<file path="src/rtl/vga_pkg.sv">
// Shared definitions for the VGA / CPU video-RAM arbiter: framebuffer
// geometry, RAM-port owner tags, CPU FSM states and colour expansion.
package vga_pkg;

  localparam int FB_W     = 320;          // stored pixels per line
  localparam int FB_H     = 240;          // stored lines
  localparam int ADDR_W   = 17;           // VRAM word-address width
  localparam int PIX_W    = 12;           // RGB 4:4:4
  localparam int FB_WORDS = FB_W * FB_H;  // first out-of-range word address

  // Who issued the RAM read whose data is coming back.
  typedef enum logic [1:0] {
    TAG_NONE,
    TAG_VGA,
    TAG_CPU
  } owner_tag_e;

  typedef enum logic {
    IDLE,
    RD_WAIT
  } cpu_state_e;

  // Replicate each 4-bit channel into 8 bits: {r,r,g,g,b,b}.
  function automatic logic [23:0] expand_rgb444(input logic [PIX_W-1:0] pix);
    return {pix[11:8], pix[11:8], pix[7:4], pix[7:4], pix[3:0], pix[3:0]};
  endfunction

endpackage

</file>
<file path="src/rtl/vga_sync_delay.sv">
// Generic N-stage, W-bit shift register used to carry the VGA timing
// signals alongside the RAM fetch so they stay aligned with the pixel data.
module vga_sync_delay #(
  parameter int N = 3,
  parameter int W = 1
) (
  input  logic         pclk,
  input  logic         reset,
  input  logic [W-1:0] d_i,
  output logic [W-1:0] q_o
);

  logic [W-1:0] stage_q [N];

  // Shift one stage per pixel clock; all stages clear on reset.
  always_ff @(posedge pclk) begin
    if (reset) begin
      // NOTE: every stage is cleared, not only the last one, so no stale sync
      // level can emerge in the cycles after reset; this is a short register
      // chain, not a RAM, so resetting it is cheap and deterministic.
      for (int i = 0; i < N; i++) stage_q[i] <= '0;
    end else begin
      // NOTE: non-blocking assignments let every stage sample the previous
      // stage's old value; blocking ones would collapse the chain into one.
      stage_q[0] <= d_i;
      for (int i = 1; i < N; i++) stage_q[i] <= stage_q[i-1];
    end
  end

  assign q_o = stage_q[N-1];

endmodule

</file>
<file path="src/rtl/vga_vram_arb.sv">
// Shares one single-port synchronous VRAM between VGA scan-out and a CPU bus.
// Even active pixels belong to VGA; every other cycle is offered to the CPU.
// A two-stage owner-tag pipeline routes returning read data.
module vga_vram_arb
  import vga_pkg::*;
(
  input  logic              pclk,
  input  logic              reset,
  input  logic [9:0]        h_addr,
  input  logic [9:0]        v_addr,
  input  logic              valid,
  input  logic              hsync_in,
  input  logic              vsync_in,
  output logic [23:0]       vga_data,
  output logic              hsync_out,
  output logic              vsync_out,
  output logic              valid_out,
  input  logic              cpu_req,
  input  logic              cpu_we,
  input  logic [ADDR_W-1:0] cpu_addr,
  input  logic [PIX_W-1:0]  cpu_wdata,
  output logic              cpu_ack,
  output logic [PIX_W-1:0]  cpu_rdata,
  output logic [ADDR_W-1:0] ram_addr,
  output logic              ram_we,
  output logic [PIX_W-1:0]  ram_wdata,
  input  logic [PIX_W-1:0]  ram_rdata
);

  localparam logic [ADDR_W-1:0] FB_LIMIT = ADDR_W'(FB_WORDS);

  cpu_state_e        state_q,     state_d;
  owner_tag_e        tag0_q,      tag0_d;
  owner_tag_e        tag1_q;
  logic [ADDR_W-1:0] ram_addr_q,  ram_addr_d;
  logic              ram_we_q,    ram_we_d;
  logic [PIX_W-1:0]  ram_wdata_q, ram_wdata_d;
  logic              cpu_ack_q,   cpu_ack_d;
  logic [PIX_W-1:0]  cpu_rdata_q, cpu_rdata_d;
  logic [PIX_W-1:0]  pixel_q,     pixel_d;
  logic              rd_oor_q,    rd_oor_d;

  logic              vga_slot;
  logic              cpu_accept;
  logic              cpu_in_range;
  logic [ADDR_W-1:0] v_half;
  logic [ADDR_W-1:0] h_half;
  logic [ADDR_W-1:0] vga_addr;
  logic [2:0]        sync_delayed;

  // Slot decode and framebuffer address: (v/2)*320 + h/2 as shift-add.
  assign vga_slot     = valid && !h_addr[0];
  assign cpu_in_range = cpu_addr < FB_LIMIT;
  assign cpu_accept   = (state_q == IDLE) && !vga_slot && cpu_req && !cpu_ack_q;
  assign v_half       = ADDR_W'(v_addr >> 1);
  assign h_half       = ADDR_W'(h_addr >> 1);
  assign vga_addr     = (v_half << 8) + (v_half << 6) + h_half;

  // Next-state: RAM request issue, CPU FSM and read-data routing by tag.
  always_comb begin
    // NOTE: every signal written here gets a default first, so no path can
    // leave one unassigned and infer a latch.
    state_d     = state_q;
    tag0_d      = TAG_NONE;
    ram_addr_d  = ram_addr_q;
    ram_we_d    = 1'b0;
    ram_wdata_d = ram_wdata_q;
    cpu_ack_d   = 1'b0;
    cpu_rdata_d = cpu_rdata_q;
    pixel_d     = pixel_q;
    rd_oor_d    = rd_oor_q;

    if (vga_slot) begin
      ram_addr_d = vga_addr;
      tag0_d     = TAG_VGA;
    end else if (cpu_accept) begin
      if (cpu_we) begin
        cpu_ack_d = 1'b1;
        if (cpu_in_range) begin
          ram_we_d    = 1'b1;
          ram_addr_d  = cpu_addr;
          ram_wdata_d = cpu_wdata;
        end
      end else begin
        state_d  = RD_WAIT;
        tag0_d   = TAG_CPU;
        rd_oor_d = !cpu_in_range;
        if (cpu_in_range) ram_addr_d = cpu_addr;
      end
    end

    case (tag1_q)
      TAG_VGA: pixel_d = ram_rdata;
      TAG_CPU: begin
        cpu_rdata_d = rd_oor_q ? '0 : ram_rdata;
        cpu_ack_d   = 1'b1;
        state_d     = IDLE;
      end
      default: ;
    endcase
  end

  // State and pipeline registers with synchronous reset.
  always_ff @(posedge pclk) begin
    if (reset) begin
      state_q     <= IDLE;
      tag0_q      <= TAG_NONE;
      tag1_q      <= TAG_NONE;
      ram_addr_q  <= '0;
      ram_we_q    <= 1'b0;
      ram_wdata_q <= '0;
      cpu_ack_q   <= 1'b0;
      cpu_rdata_q <= '0;
      pixel_q     <= '0;
      rd_oor_q    <= 1'b0;
    end else begin
      state_q     <= state_d;
      tag0_q      <= tag0_d;
      tag1_q      <= tag0_q;
      ram_addr_q  <= ram_addr_d;
      ram_we_q    <= ram_we_d;
      ram_wdata_q <= ram_wdata_d;
      cpu_ack_q   <= cpu_ack_d;
      cpu_rdata_q <= cpu_rdata_d;
      pixel_q     <= pixel_d;
      rd_oor_q    <= rd_oor_d;
    end
  end

  vga_sync_delay #(.N(3), .W(3)) u_sync_delay (
    .pclk  (pclk),
    .reset (reset),
    .d_i   ({hsync_in, vsync_in, valid}),
    .q_o   (sync_delayed)
  );

  assign hsync_out = sync_delayed[2];
  assign vsync_out = sync_delayed[1];
  assign valid_out = sync_delayed[0];
  assign vga_data  = valid_out ? expand_rgb444(pixel_q) : 24'h0;
  assign ram_addr  = ram_addr_q;
  assign ram_we    = ram_we_q;
  assign ram_wdata = ram_wdata_q;
  assign cpu_ack   = cpu_ack_q;
  assign cpu_rdata = cpu_rdata_q;

endmodule
</file>
<file path="config.mk">
export PLATFORM = sky130hd
export DESIGN_NAME = vga_vram_arb
export DESIGN_NICKNAME = d
export VERILOG_FILES = /design/src/rtl/vga_pkg.sv /design/src/rtl/vga_sync_delay.sv /design/src/rtl/vga_vram_arb.sv
export SDC_FILE = /design/constraint.sdc
export NUM_CORES = 1
export LEC_CHECK = 0
export BUFFER_PORTS_ARGS = -buffer_cell sky130_fd_sc_hd__buf_2
export CORE_ASPECT_RATIO = 0.6
export CORE_MARGIN = 3
export CORE_UTILIZATION = 43
export CTS_CLUSTER_SIZE = 24
export DETAILED_ROUTE_END_ITERATION = 8
export GPL_ROUTABILITY_DRIVEN = 0
export PLACE_DENSITY = 0.76
export SYNTH_ARGS = -nofsm -noshare
export SYNTH_HDL_FRONTEND = slang
export SYNTH_HIERARCHICAL = 1
export SYNTH_SLANG_ARGS = --single-unit
</file>
<file path="constraint.sdc">
create_clock -name pclk -period 2.2 [get_ports pclk]
set_clock_uncertainty 0.05 [all_clocks]
set_input_delay 0.22 -clock pclk [delete_from_list [all_inputs] [get_ports pclk]]
set_output_delay 0.22 -clock pclk [all_outputs]
set_load 0.02 [all_outputs]
</file>
==> metrics.txt, run 1 <==
Clock Path Buffers 2; Post-CTS Hold Fix Bufs 0; number of fillers in the final layout 605; Max-Cap Viols 0; Worst Reg-to-Reg Cells 5; met2 usage 30.2%; Pins Over Slew Limit 0; Max-slew headroom around a quarter; Worst Hold Class input pin to register; vias in the first global route approximately 2800; ANT cells 0; Hold Crit Start hsync_in; crit path capture type register; worst slew pin tran around 1.1 ns; die width 118 um; worst flop-to-flop path endpoint ram_addr[11]$_SDFFE_PP0P_; Clk Latency, worst-skew pair between 0.3 and 0.4 ns; Initial Util ~46%; Row Count 23; Final Cycle Share approximately 95%; Layout area overhead 31.6%; initial antenna violation count 0; critical path arrival about 2.3 ns; CORE AREA between 6000 and 7000 um^2; critical path class input pin to register; startpoint types input pin; Synth Area per Inst around 9.1 um^2; post-detailed-placement half-perimeter wirelength between 6 and 7 mm; Ports 138; Post-synth top flop dfxtp_1; VDD IR max between 0.0003 and 0.0004 V; pre-CTS setup slack -0.192 ns; Worst R2R Start state_q$_SDFFE_PP0P_; RSZ-0062 raised after global routing no; Wirelength per Cell around 14 um; Die Y roughly 73 um; Pre-antenna DRT Iters 4; post-CTS setup buffers 0; Yosys warning count 6; ys async rst share 0%; crit-path max cell delay 0.53 ns; status finished clean; Worst-path clk slew about 0.06 ns; Netlist cell types 40; DRC viols 0; H-tree levels 3; mapped cell area 3230 um^2; CP endpoint ram_addr[13]$_SDFFE_PP0P_; clk sinks 70; Post-DRT Antenna Nets 0; TritonCTS clock tree yes; critical path's most frequent cell fa_1; Critical Path RT between 2 and 2.5 ns; die area around 8600 um^2; 1st-iter DRT viols 140; hold path depth 2; GRT Total Usage 18.9%; final WL a little over 8 mm; met3 Use GR under 10%; Post-CTS Resized 0; largest net degree at the start of global routing 35; TritonCTS buffer count 9; most frequent cell after synthesis dfxtp_1; Cell Pwr Density between 800 and 900 nW/um^2; clock root cell clkbuf_16; synthesized net count around 440; post-route minimum period roughly 2.1 ns; Final Hold Viols 0; fin nets between 500 and 600; crit path cell chain buf_2 -> inv_1 -> fa_1 -> fa_1 -> nand2b_1 -> a21oi_1 -> o21a_1 -> nor3_1 -> o32ai_1; register bit total from synthesis 70; Slowest cell on crit path fa_1; final setup margin approximately 0.11 ns; GRT busiest layer met2; Yosys top cell area share between 40 and 50%; Setup crit start h_addr[9]; PortBufs about 140; CP Max Fanout 3; number of vias per cell about 5; Yosys top cell by area dfxtp_1; layout cell share with drive strength beyond 1 between 30% and 40%; Mapped Cells 356; worst reg-to-reg setup slack ~0.35 ns; grt met1 use 23.7%; grt ovf 0; Via Count 2941; Setup Viol. Count Final 0; Synth top cells by count dfxtp_1 (70), nand2_1 (42), nor2_1 (31); first-pass GRT wire length around 13 mm; EDFF count, synth 0; P_leak 2.06 nW; sequential share of the synthesized area 43.4%; synth top area cells dfxtp_1 (43%), ha_1 (6.6%), nand2_1 (4.9%); fmax 479 MHz; Design Power 3.45 mW
==> critical path: cells and delay by family <==
family                   cells  cell delay (ns)
AND/OR/NAND/NOR              2             0.23
AO/OA/AOI/OAI                3             0.71
adder cells (fa/ha/maj)      2             0.99
buffers and inverters        2             0.13
==> layer usage <==
metal / up-vias / routed length, um
met1: 1347 / 3760
met3: 4 / 756
met4: 0 / 58
met2: 116 / 3620
met5: - / 0
li1: 1474 / -
==> sequential cells by signal, indices dropped and copies added, names as in the netlist <==
| signal | flops |
|---|---|
| cpu_ack | 1 |
| cpu_rdata | 12 |
| pixel_q | 12 |
| ram_addr | 17 |
| ram_wdata | 12 |
| ram_we | 1 |
| rd_oor_q | 1 |
| state_q | 1 |
| tag0_q | 2 |
| tag1_q | 2 |
| u_sync_delay/stage_q | 9 |
==> power breakdown <==
group          switching [mW]  total [mW]  internal, mW  leakage [nW]
Clock                   0.575        1.59          1.01         0.159
Sequential             0.0294        1.36          1.33         0.571
Combinational           0.293       0.510         0.217          1.33
Total                   0.898        3.45          2.55          2.06
==> final cells by class <==
type	instances	area (um^2)	share of cell area, %
tap	100	125	2.95
inverter	11	41.3	0.973
clock buffer	9	225	5.31
sequential	70	1400	33.0
timing repair buffer	148	771	18.2
clock inverter	7	105	2.48
multi-input combinational	242	1580	37.1
==> cells by family (layout without fill, tap and decap cells) <==
kind of cell	count (synthesis)	count (layout)	share of synthesized area [%]
buf+inv	44	175	7.72
flops	70	70	43.4
mux	15	15	4.65
xor+xnor	3	3	0.814
compound gates	75	75	16.2
fa+ha+maj	19	19	7.83
simple gates	130	130	19.3
==> cell usage in the layout, fill, tap and decap left out, types with 2 or more instances in the layout <==
master	n
a211oi_1	5
a21oi_1	24
a22o_1	12
a311oi_1	10
and2_1	12
and3_1	2
buf_2	136
buf_4	12
bufinv_16	2
clkbuf_16	9
dfxtp_1	70
fa_1	2
ha_1	17
inv_1	11
inv_6	2
mux2i_1	15
nand2_1	42
nand2b_1	7
nand3_1	14
nor2_1	31
nor2b_1	15
nor3_1	4
o21a_1	5
o21ai_0	5
o22ai_1	3
o32ai_1	2
xor2_1	3
==> how the worst min path moves through the flow <==
stage,slack [ns],end
3_5_place_dp,0.38,u_sync_delay/stage_q[0][6]$_SDFF_PP0_
3_3_place_gp,0.37,u_sync_delay/stage_q[0][7]$_SDFF_PP0_
6_report,0.06,u_sync_delay/stage_q[0][2]$_SDFF_PP0_
4_1_cts,0.05,u_sync_delay/stage_q[0][2]$_SDFF_PP0_
2_1_floorplan,0.24,u_sync_delay/stage_q[0][0]$_SDFF_PP0_
5_1_grt,0.06,u_sync_delay/stage_q[0][2]$_SDFF_PP0_
==> through the flow <==
stage	utilization, %	setup TNS (ns)	hold slack (ns)	cells	cell area [um^2]
CTS	61.0	0	0.0544	587	4250
detailed placement	56.2	-0.731	0.380	571	3920
global placement	56.2	-0.311	0.368	571	3920
floorplan	-	0	0.242	356	3230
global route	61.0	0	0.0608	587	4250
finish	61.0	0	0.0622	587	4250
Power figures use the tool's default switching activity.
==> run 2, diff against run 1 <==
--- a/config.mk
+++ b/config.mk
@@ -13,6 +13,7 @@
 export DETAILED_ROUTE_END_ITERATION = 8
 export GPL_ROUTABILITY_DRIVEN = 0
 export PLACE_DENSITY = 0.76
+export SETUP_SLACK_MARGIN = 0.3
 export SYNTH_ARGS = -nofsm -noshare
 export SYNTH_HDL_FRONTEND = slang
 export SYNTH_HIERARCHICAL = 1
==> run 2 against run 1 <==
Against the previous run: register-to-register slack improved by 0.14 ns; via count increased by 0.95%; sequential power about the same; largest power group unchanged; count of clock-buffer cells in the layout unchanged; final cell count decreased by 0.51%; largest cell class unchanged; sequential share of layout area decreased by 0.34 points; wire length increased by 1.6%; first-iteration DRC count unchanged; utilization increased by 0.63 points; non-clock buffer count decreased by 2.
==> metrics.txt, run 2 (synthesized netlist as in run 1, its figures left out) <==
crit-path max cell delay 0.52 ns (about the same); fmax 538 MHz (+12%); final setup margin 0.342 ns (+0.230 ns); layout cell share with drive strength beyond 1 37.2% (+2.9 points); Cell Pwr Density 791 nW/um^2 (-2.7%); clk sinks 70 (unchanged); most frequent cells in the layout buf_2 (135), dfxtp_1 (70), nand2_1 (41), nor2_1 (29), a21oi_1 (21); met2 wire len 3.69 mm (+2.0%); Max-slew headroom 43.4% (+17 points); TritonCTS clock tree yes; crit path cell chain buf_2 -> inv_2 -> fa_1 -> fa_2 -> nand2b_4 -> a21oi_4 -> o21a_1 -> nor3_1 -> o32ai_1; Post-CTS Hold Fix Bufs 0 (unchanged); startpoint types input pin; Setup Viol. Count Final 0 (unchanged); Initial Util 46.3% (unchanged); Critical Path RT 2.37 ns (about the same); most common cell after layout, fill and taps aside buf_2; initial antenna violation count 0 (unchanged); Row Count 23 (unchanged); number of vias per cell 5.08 (+1.5%); CP bufs+invs 2 (unchanged); pre-CTS setup slack -0.123 ns (+0.0693 ns); VDD IR max 0.000435 V (+16%); CORE AREA 6960 um^2 (unchanged); Routed met1 length 3.69 mm (-2.0%); DRC viols 0 (unchanged); grt ovf 0 (unchanged); Final Hold Viols 0 (unchanged); P_leak 2.06 nW (about the same); Pre-antenna DRT Iters 4 (unchanged); clock root cell clkbuf_16; Pins Over Slew Limit 0 (unchanged); GRT Total Usage 19.3% (+0.34 points); Slowest cell on crit path fa_1; fin nets 567 (-0.35%); largest net degree at the start of global routing 34 (-2.9%); vias in the first global route 2808 (-0.74%); CP delay by family, top adder cells; H-tree levels 3 (unchanged); status finished clean; die width 118 um (unchanged); Top Layer Used met4; Clk Latency, worst-skew pair 0.32 ns (about the same); Layout area overhead 32.9%; CP Max Fanout 3 (unchanged); Ports 138 (unchanged); Via Count 2969 (+0.95%); Final Cycle Share 84.5% (-10 points); met3 wire len 901 um (+19%); Max-Cap Viols 0 (unchanged); Clock Path Buffers 2 (unchanged); TritonCTS buffer count 9 (unchanged); 1st-iter DRT viols 140 (unchanged); post-detailed-placement half-perimeter wirelength 6.33 mm (+0.21%); Final Core Density 61.6% (+0.63 points); worst slew pin tran 0.846 ns (-0.261 ns); die area 8610 um^2 (unchanged); critical path class input pin to register; crit path capture type register; post-route minimum period 1.86 ns (-0.230 ns); Worst-path clk slew 0.05 ns (about the same); Worst Hold Class input pin to register; RSZ-0062 raised after global routing yes; Fin Setup TNS 0 ns (unchanged); Post-DRT Antenna Nets 0 (unchanged); critical path arrival 2.03 ns (-0.24 ns); number of flip-flops under the largest register name 17 (unchanged); Design Power 3.39 mW (-1.7%); PortBufs 136 (unchanged); Die Y 73.1 um (unchanged); first-pass GRT wire length 13.3 mm (+2.7%); ANT cells 0 (unchanged); final WL 8.33 mm (+1.6%); Wirelength per Cell 14.3 um (+2.1%)
-- run 2: cell count changes in the layout (fill, tap and decap cells not counted), moves of 3 or more --
| cell | before | now |
|---|---|---|
| inv_2 | 0 | 3 |
| o21ai_0 | 5 | 2 |
| inv_1 | 11 | 7 |
| a21oi_1 | 24 | 21 |
-- run 2: path summary, 6_finish.rpt --
kind / start / endpoint / slack, ns / cells past startpoint
setup reg to reg: cpu_ack$_SDFF_PP0_ / ram_wdata[4]$_SDFFE_PP0P_ / 0.49 / 6
hold / removal: hsync_in / u_sync_delay/stage_q[0][2]$_SDFF_PP0_ / 0.06 / 2
setup / recovery: h_addr[9] / ram_addr[13]$_SDFFE_PP0P_ / 0.34 / 9
hold reg to reg: u_sync_delay/stage_q[0][3]$_SDFF_PP0_ / u_sync_delay/stage_q[0][6]$_SDFF_PP0_ / 0.38 / 1
-- run 2: stage by stage --
stage | std cells | area, um^2 | hold WS [ns]
finish | 584 | 4290 | 0.0646
global route | 584 | 4290 | 0.0601
CTS | 582 | 4240 | 0.0575
detailed placement | 566 | 3920 | 0.375
global placement | 566 | 3920 | 0.367
floorplan | 356 | 3270 | 0.242
-- run 2: worst reg2reg max path, stage by stage, from the launching register on --
cell and delay (ns):
dfxtp_1 0.33, nor3b_4 0.23, and2_4 0.28, and3_1 0.19, buf_4 0.24, mux2i_1 0.23, nor2_1 0.06
-- run 2: layout make-up --
cell class | instances | area [um^2]
Clock buffer | 9 | 225
Clock inverter | 6 | 87.6
Fill cell | 617 | 2680
Inverter | 11 | 48.8
Multi-Input combinational cell | 242 | 1640
Sequential cell | 70 | 1400
Tap cell | 100 | 125
Timing Repair Buffer | 146 | 762
-- run 2: report_power, final --
group          leakage (nW)  total, mW  switching (mW)  internal [mW]
logic                  1.33      0.539           0.311          0.228
clock network         0.155       1.50           0.512          0.984
registers             0.571       1.36          0.0293           1.33
-- run 2: metal layers --
metal | GRT usage (%) | up-vias
met3 | 9.22 | 6
li1 | - | 1479
met5 | 0 | -
met1 | 24.4 | 1358
met4 | 4.03 | 0
met2 | 30.3 | 126
-- run 2: what timing repair did --
action                     4_1_cts  5_1_grt
setup endpoints to repair        4       24
setup buffers                    1        2
pin swaps                        4       11
gates resized for setup          3       12
==> run 3, diff against run 2 <==
--- a/config.mk
+++ b/config.mk
@@ -8,11 +8,11 @@
 export BUFFER_PORTS_ARGS = -buffer_cell sky130_fd_sc_hd__buf_2
 export CORE_ASPECT_RATIO = 0.6
 export CORE_MARGIN = 3
-export CORE_UTILIZATION = 43
+export CORE_UTILIZATION = 48
 export CTS_CLUSTER_SIZE = 24
 export DETAILED_ROUTE_END_ITERATION = 8
 export GPL_ROUTABILITY_DRIVEN = 0
-export PLACE_DENSITY = 0.76
+export PLACE_DENSITY = 0.8
 export SETUP_SLACK_MARGIN = 0.3
 export SYNTH_ARGS = -nofsm -noshare
 export SYNTH_HDL_FRONTEND = slang
==> constraint.sdc (replaced) <==
create_clock -name pclk -period 1.85 [get_ports pclk]
set_clock_uncertainty 0.05 [all_clocks]
set_input_delay 0.185 -clock pclk [delete_from_list [all_inputs] [get_ports pclk]]
set_output_delay 0.185 -clock pclk [all_outputs]
set_load 0.02 [all_outputs]
==> run 3 against run 2 <==
Against the previous run: clock power decreased by 29%; power increased by 0.77%; first-iteration DRC count increased by 17%; sequential cell count unchanged; die area decreased by 9.7%; register-to-register slack got worse by 0.16 ns; highest routed layer unchanged.
==> metrics.txt, run 3 (synthesized netlist as in run 1, its figures left out) <==
Fin Setup TNS 0 ns (unchanged); Clock Path Buffers 2 (unchanged); Worst Hold Class input pin to register; RSZ-0062 raised after global routing yes; Post-DRT Antenna Nets 0 (unchanged); clock root cell clkbuf_8; multi-input logic area 1700 um^2 (+3.6%); Clk Latency, worst-skew pair 0.33 ns (about the same); status finished clean; Pins Over Slew Limit 0 (unchanged); crit path capture type register; 1st-iter DRT viols 164 (+17%); die width 112 um (-5.1%); fmax between 500 and 600 MHz; Final Instance Count excl. Fillers 588 (+0.68%); worst flop-to-flop path endpoint ram_addr[13]$_SDFFE_PP0P_; Pre-antenna DRT Iters 4 (unchanged); placed cell count 566 (unchanged); VDD IR max 0.000423 V (-2.8%); hold path depth 2 (unchanged); worst reg-to-reg setup slack 0.33 ns (-0.16 ns); Max-Cap Viols 0 (unchanged); die area 7770 um^2 (-9.7%); final WL 8.49 mm (+1.9%); PortBufs 136 (unchanged); Die Y 69.5 um (-4.9%); Initial Util 51.2% (+4.9 points); Final Core Density 69.3% (+7.7 points); CP endpoint ram_addr[10]$_SDFFE_PP0P_; Worst-path clk slew 0.08 ns (+0.03 ns); final setup margin 0.112 ns (-0.229 ns); Critical Path RT 2.02 ns (-0.35 ns); number of vias per cell 5.17 (+1.7%); post-detailed-placement half-perimeter wirelength 6.59 mm (+4.1%); H-tree levels 3 (unchanged); vias in the first global route 2822 (+0.50%); pre-CTS setup slack -0.460 ns (-0.337 ns); Worst Reg-to-Reg Cells 6 (unchanged); Row Count 22 (-4.3%); initial antenna violation count 0 (unchanged); Max-slew headroom 69.1% (+26 points); Setup Viol. Count Final 0 (unchanged); Setup crit start v_addr[3]; Cell Pwr Density 782 nW/um^2 (-1.1%); critical path arrival 1.91 ns (-0.12 ns); number of flip-flops under the largest register name 17 (unchanged); most common cell after layout, fill and taps aside buf_2; layout cell share with drive strength beyond 1 41.7% (+4.5 points); GRT Total Usage 21.5% (+2.2 points); most frequent cells in the layout buf_2 (134), dfxtp_1 (68), nand2_1 (40), nor2_1 (29), buf_4 (27); TritonCTS buffer count 9 (unchanged); fin nets 586 (+3.4%); worst slew pin tran 0.463 ns (-0.383 ns); critical path class input pin to register; CP Max Fanout 2 (-1); DRC viols 0 (unchanged); post-route minimum period 1.74 ns; register area 1400 um^2 (+0.18%); Wirelength per Cell 14.4 um (+1.2%); P_leak 2.09 nW (+1.4%); grt ovf 0 (unchanged); Via Count 3041 (+2.4%); TritonCTS clock tree yes; Final Cycle Share 93.9%; Layout area overhead 35.4%; largest net degree at the start of global routing 26 (-24%); CORE AREA 6300 um^2 (-9.5%); clk sinks 70 (unchanged); Final Hold Viols 0 (unchanged); ANT cells 0 (unchanged); number of fillers in the final layout 499 (-19%); startpoint types input pin; first-pass GRT wire length 13.4 mm (+0.83%); Worst R2R Start cpu_ack$_SDFF_PP0_; Ports 138 (unchanged)
[run 3: changes by cell type in the layout (fill, tap and decap cells not counted), moves of 3 or more]
cell / delta
clkinvlp_4: +3
clkbuf_8: +9
buf_4: +17
clkbuf_16: -9
[run 3: layout make-up]
class	count	area share, %
clock buffers	9	2.83
well taps	84	2.40
inverters	11	1.29
clock inverters	7	1.15
multi-input cells	242	38.8
flip-flops and latches	70	32.1
repair buffers	165	21.4
[run 3: where the power goes]
part	internal (mW)	total (mW)	leakage [nW]	switching, mW
clock network	0.487	1.07	0.0816	0.578
logic	0.334	0.738	1.44	0.403
registers	1.58	1.61	0.572	0.0387
[run 3: worst min-delay path by stage]
stage                              from                               endpoint  slack [ns]
after floorplan                   reset  u_sync_delay/stage_q[0][0]$_SDFF_PP0_        0.21
after global placement         vsync_in  u_sync_delay/stage_q[0][1]$_SDFF_PP0_        0.35
after detailed placement       vsync_in  u_sync_delay/stage_q[0][1]$_SDFF_PP0_        0.35
after CTS                  ram_rdata[9]              cpu_rdata[9]$_SDFFE_PP0P_        0.01
after global routing      ram_rdata[11]             cpu_rdata[11]$_SDFFE_PP0P_       0.006
final                      ram_rdata[5]              cpu_rdata[5]$_SDFFE_PP0P_        0.03
[run 3: critical path, cell delays in order]
cell	delay [ns]
buf_8	0.09
clkinv_8	0.04
fa_2	0.59
inv_2	0.05
ha_4	0.23
a21oi_4	0.17
nor2b_1	0.07
nor2_1	0.11
xor2_1	0.24
o22ai_1	0.12
[run 3: routing by layer]
layer,track usage (%),part of all wire (%),vias up
met4,8.10,1.8,0
li1,-,-,1503
met2,33.5,44,123
met5,0,0,-
met3,6.89,8.0,19
met1,27.9,46,1396
[run 3: timing repair]
item,in CTS,in global routing
endpoints found under the setup margin,28,43
hold endpoints to repair,1,0
gates resized for setup,9,18
hold buffers,1,0
pin swaps,15,8
setup buffers,3,2
[run 3: stage by stage]
stage	hold slack, ns	total power, mW	cell area [um^2]
final	0.0304	3.42	4370
after global routing	0.00636	3.58	4370
after detailed placement	0.352	2.32	4040
after global placement	0.348	2.30	4040
after floorplan	0.207	2.05	3280
after CTS	0.0144	3.40	4280
